File: src/rtl/serial_sub.sv
// Bit-serial subtractor: computes a - b - bin one bit per clock, LSB first,
// with a single full-subtractor cell feeding a result shift register.
// Handshake: start is accepted in IDLE or DONE; busy while shifting; done pulses
// for one cycle when d/bout are updated. d/bout hold until the next completion.
module serial_sub #(
  parameter int unsigned W = 4
) (
  input  logic         clk,
  input  logic         rst_n,
  input  logic         start,
  input  logic [W-1:0] a,
  input  logic [W-1:0] b,
  input  logic         bin,
  output logic         busy,
  output logic         done,
  output logic [W-1:0] d,
  output logic         bout
);

  localparam int unsigned CntW = (W > 1) ? $clog2(W) : 1;
  localparam logic [CntW-1:0] CntLast = CntW'(W - 1);

  typedef enum logic [1:0] {
    StIdle,
    StShift,
    StDone
  } state_e;

  state_e          state_q, state_d;
  logic [W-1:0]    sa_q, sa_d;
  logic [W-1:0]    sb_q, sb_d;
  logic [W-1:0]    sr_q, sr_d;
  logic            br_q, br_d;
  logic [CntW-1:0] cnt_q, cnt_d;
  logic [W-1:0]    d_q, d_d;
  logic            bout_q, bout_d;

  // Full-subtractor cell on the current LSBs.
  logic         diff_bit;
  logic         br_next;
  logic [W-1:0] sr_next;

  assign diff_bit = sa_q[0] ^ sb_q[0] ^ br_q;
  assign br_next  = (~sa_q[0] & sb_q[0]) | (~(sa_q[0] ^ sb_q[0]) & br_q);
  assign sr_next  = {diff_bit, sr_q[W-1:1]};

  // Next-state logic: load, shift, complete.
  always_comb begin
    state_d = state_q;
    sa_d    = sa_q;
    sb_d    = sb_q;
    sr_d    = sr_q;
    br_d    = br_q;
    cnt_d   = cnt_q;
    d_d     = d_q;
    bout_d  = bout_q;

    unique case (state_q)
      StIdle, StDone: begin
        if (start) begin
          sa_d    = a;
          sb_d    = b;
          br_d    = bin;
          cnt_d   = '0;
          state_d = StShift;
        end else begin
          state_d = StIdle;
        end
      end
      StShift: begin
        sa_d  = {1'b0, sa_q[W-1:1]};
        sb_d  = {1'b0, sb_q[W-1:1]};
        sr_d  = sr_next;
        br_d  = br_next;
        cnt_d = cnt_q + CntW'(1);
        if (cnt_q == CntLast) begin
          // Last bit: publish the result including this edge's bit.
          d_d     = sr_next;
          bout_d  = br_next;
          cnt_d   = '0;
          state_d = StDone;
        end
      end
      default: state_d = StIdle;
    endcase
  end

  // State and datapath registers, async active-low reset.
  always_ff @(posedge clk or negedge rst_n) begin
    if (!rst_n) begin
      state_q <= StIdle;
      sa_q    <= '0;
      sb_q    <= '0;
      sr_q    <= '0;
      br_q    <= 1'b0;
      cnt_q   <= '0;
      d_q     <= '0;
      bout_q  <= 1'b0;
    end else begin
      state_q <= state_d;
      sa_q    <= sa_d;
      sb_q    <= sb_d;
      sr_q    <= sr_d;
      br_q    <= br_d;
      cnt_q   <= cnt_d;
      d_q     <= d_d;
      bout_q  <= bout_d;
    end
  end

  // Outputs come straight from registers.
  always_comb begin
    busy = (state_q == StShift);
    done = (state_q == StDone);
    d    = d_q;
    bout = bout_q;
  end

endmodule

File: config.mk
export PLATFORM = sky130hd
export DESIGN_NAME = serial_sub
export DESIGN_NICKNAME = d
export VERILOG_FILES = /design/src/rtl/serial_sub.sv
export SDC_FILE = /design/constraint.sdc
export NUM_CORES = 1
export LEC_CHECK = 0
export ABC_AREA = 1
export BUFFER_PORTS_ARGS = -buffer_cell sky130_fd_sc_hd__buf_2
export CAP_MARGIN = 20
export CORE_UTILIZATION = 51
export CTS_CLUSTER_SIZE = 30
export DETAILED_ROUTE_END_ITERATION = 8
export PLACE_DENSITY_LB_ADDON = 0.2
export SLEW_MARGIN = 20
export SYNTH_ARGS = -nofsm -noshare
export SYNTH_HDL_FRONTEND = slang
export SYNTH_SLANG_ARGS = --single-unit
File: constraint.sdc
create_clock -name clk -period 1.5 [get_ports clk]
set_clock_uncertainty 0.1 [all_clocks]
set_input_delay 0.075 -clock clk [delete_from_list [all_inputs] [get_ports clk]]
set_output_delay 0.075 -clock clk [all_outputs]
set_load 0.1 [all_outputs]
# Yosys cells after proc, flatten, opt, wreduce, memory -nomap -nowiden
# Cells that the tools add are included.
# word_totals
word_cells,38
ff_bits,22
in_bits,12
output_inout_bits,7
# op_classes
n_addsub,1
n_bitwise,7
reduce_logical,5
n_mux,12
eq_ne,5
# op_table
operator,count
$pmux W4 S2,2
$mux W4,2
$pmux W2 S2,2
$mux W2,3
$eq A2 B2 Y1 const B,2
$reduce_and A2 Y1,2
$add A2 B1 Y2 const B,1
$and A1 B1 Y1,2
$eq A2 B1 Y1 const B,1
$logic_not A2 Y1,1
$mux W1,2
$ne A2 B1 Y1 const B,1
$ne A2 B2 Y1 const B,1
$not A1 Y1,2
$pmux W1 S2,1
$reduce_bool A2 Y1,1
$reduce_or A2 Y1,1
$xor A1 B1 Y1,2
$or A1 B1 Y1,1

# Depth between registers and ports, before layout
# depth
depth_word,5
depth_mapped,7
mapped_depth_nobuf,7

# Least setup slack after synthesis
# No wires, ideal clock.
# synth_path
path_type,reg-to-output
from,register state_q[0]
to,output done
path_stages_with_launch,3
path_slack_ns,-0.433
t_arrival_ns,1.758
path_cell_list,dfrtp_1 > buf_6 > nor2_1
# synth_between
elab_chain_cells,1
# synth_rtl
item,line_no,text
start: declaration,29,"state_e state_q, state_d;"
start signal: assignment,91,state_q <= StIdle;
start signal: assignment,100,state_q <= state_d;
$eq A2 B2 Y1,114,done = (state_q == StDone);
end: declaration,15,"output logic done,"
# No other way between the ends.

# Worst setup path after layout
# layout_path
from,register state_q[0]
to,output busy
# layout_between
elab_chain_cells,1
# layout_rtl
item,line_no,text
$eq A2 B1 Y1,113,busy = (state_q == StShift);
end: declaration,14,"output logic busy,"
# No other way between the ends.

==> impl_metrics.ini <==
[status]
status = complete, no violations

[layout]
area_growth_pct = 29.6
nets = 167
fillers = 133
final_layout_size_suffix_gt1_share_pct = 21.7
antenna_cells = 0
stdcell_area_mm2 = 0.00129

[detailed_routing]
drc_errors = 0
detail_route.iter0.violations = 23
routed_wl_mm = 1.85
ant_nets = 0
wl_per_cell_um = 10.5
num_vias = 809
post_drt_via_cell_ratio = 4.57
first_pass_iters = 6

[global_route]
grtUsageMet1_pct = 30.3
overflow = 0
grt_max_degree = 22
met3_usage_pct = 4.31
busiest_layer = met2
antenna_found_initial = 0
track_usage_pct = 21.2
use_met2_pct = 31.5
grt_first_pass_wirelength_mm = 3.13
grt_pass1_vias = 728

[logic_synthesis]
ys_types = 16
ys_warn_count = 0
synth_edf_count = 0
synthesis.nets = 133
synth_fa_ha_area_share_pct = 3.27
synthTopCellsByArea = dfrtp_1 (53%), nand2_1 (15%), inv_1 (7.9%)
synth_top_cell_area_share_pct = 52.9
synth_top_family_by_area = simple AND/OR/NAND/NOR gates
yosys.area_share.simple_pct = 27.6
ys_ff_latch = 21
async_reset_ff_share_pct = 100
yosysTopAreaCell = dfrtp_1
synth_common_cells = nand2_1 (40), dfrtp_1 (21), inv_1 (21), nand3_1 (13), o21ai_0 (8)
syn_area_um2 = 993
yosysSeqAreaShare_pct = 52.9
synth_flop_cell = dfrtp_1
synth_compound_area_share_pct = 5.04
synthXorXnorAreaFrac_pct = 0
muxShareOfSynthArea_pct = 0
synthesis.instances = 119
syn_area_per_cell_um2 = 8.35
yosysMostFrequentCell = nand2_1

[timing]
worst_slew_pin_slew_ns = 0.486
fmax_mhz = 708
setup_viol = 0
finalCritPeriodShare_pct = 94.1
maxSlewViolCount = 0
finalHoldViolCount = 0
max_slew_margin_pct = 67.8
finalCriticalPeriod_ns = 1.41
rsz0062_at_grt = false

[place]
gp_congestion = 0.769
port_buffers = 18
dpl_cell_area_mm2 = 0.00114
hpwl_mm = 1.29

[setup_path]
crit_type = flip-flop to primary output
slowest_delay_ns = 0.48
arrival_ns = 1.24
cp_max_fo = 6
end_kind = primary output
critPathRequiredTime_ns = 1.32
path_cells = inv_4 > nor2_4 > buf_12
start_kind = flip-flop
crit_slowest_cell = dfrtp_2

[cts]
clock-sinks = 21
cts_root_buf = clkbuf_4
clkTransAtPathRegs_ns = 0.11
cts_tree = done
insertion_delay_ns = 0.29
cts_max_path_buffers = 2
htreeDepth = 1
cts_buffers = 3

[floorplan]
io_pins = 19
die_w_um = 46.1
die_h_um = 46.1
initial_core_util_pct = 55.7
rows = 15
core_mm2 = 0.00178
die_area_mm2 = 0.00213

[min_path]
min_path_type = input pin to asynchronous set/reset pin

[job]
drv_cap = 0
==> timing repair <==
action                                  CTS  global route
setup buffers                             0             1
endpoints found under the setup margin    1             1
resized for setup                         1             0
hold buffers                             11             0
hold endpoints to repair                 31             0
pin swaps                                 0             0
==> through the flow <==
step	worst slack, ns	setup TNS, ns	std cells	hold WS (ns)	util, %
after floorplan	-0.0712	-0.299	119	-0.321	-
after global placement	0.207	0	161	-0.0466	63.7
after detailed placement	0.169	0	161	-0.0461	63.7
after CTS	0.0447	0	176	0.161	71.5
after global routing	0.0420	0	177	0.184	72.2
final	0.0880	0	177	0.151	72.2
==> cells in the final DEF (no fill, tap or decap) <==
cell type	synthesis	layout
buf_12	0	2
buf_2	0	16
buf_4	1	1
clkbuf_4	0	3
clkinv_2	0	1
dfrtp_1	21	20
dfrtp_2	0	1
dlygate4sd3_1	0	11
dlymetal6s2s_1	0	1
fa_1	1	1
ha_1	1	1
inv_1	21	21
inv_2	2	2
inv_4	1	1
nand2_1	40	40
nand2_2	1	1
nand2_4	3	3
nand3_1	13	13
nor2_1	2	1
nor2_2	0	1
nor2_4	1	1
o21ai_0	8	8
o21ai_1	2	2
==> sequential cells by signal (all words and copies together), names as in the netlist <==
name     count
sr_q         3
br_q         1
cnt_q        2
bout         1
sa_q         4
sb_q         4
d            4
state_q      2
==> cell families (layout without fill, tap and decap cells) <==
logic type,after synthesis,count (layout)
buffers and inverters,26,59
AO/OA/AOI/OAI,10,10
flip-flops,21,21
adder cells (fa/ha/maj),2,2
AND/OR/NAND/NOR,60,60
==> worst paths after layout <==
check | from | slack [ns] | cells after the start | endpoint
min | rst_n | 0.15 | 2 | sr_q[2]
min reg2reg | cnt_q[1] | 0.39 | 2 | cnt_q[1]
max reg2reg | sa_q[0] | 0.18 | 3 | sr_q[3]
max in group asynchronous | rst_n | 0.81 | 2 | state_q[0]
max | state_q[0] | 0.09 | 3 | busy
min in group clk | cnt_q[1] | 0.39 | 2 | cnt_q[1]
==> worst max-delay path: cells and delay by family (launching register included) <==
kind	cells	cell delay, ns
buffers and inverters	2	0.28
DFF	1	0.48
and+or+nand+nor	1	0.19
==> cell type report <==
cell class	count	area (µm²)	area share [%]
clock buffers	3	22.5	1.75
inverters	24	92.6	7.19
multi-input cells	72	359	27.9
flip-flops and latches	21	527	40.9
well taps	25	31.3	2.43
clock inverters	1	5.00	0.389
repair buffers	31	250	19.4
==> layer usage <==
layer  share of wire, %  vias to the layer above  wire length [µm]
met5                  0                        -                 0
met4                1.8                        0                34
met3                4.3                        4                80
met2                 44                       17               822
met1                 49                      366               914
li1                   -                      422                 -
Power is left out: the tool's default activity adds up to more than one toggle a clock period on the data nets, which glitch-free logic cannot reach.
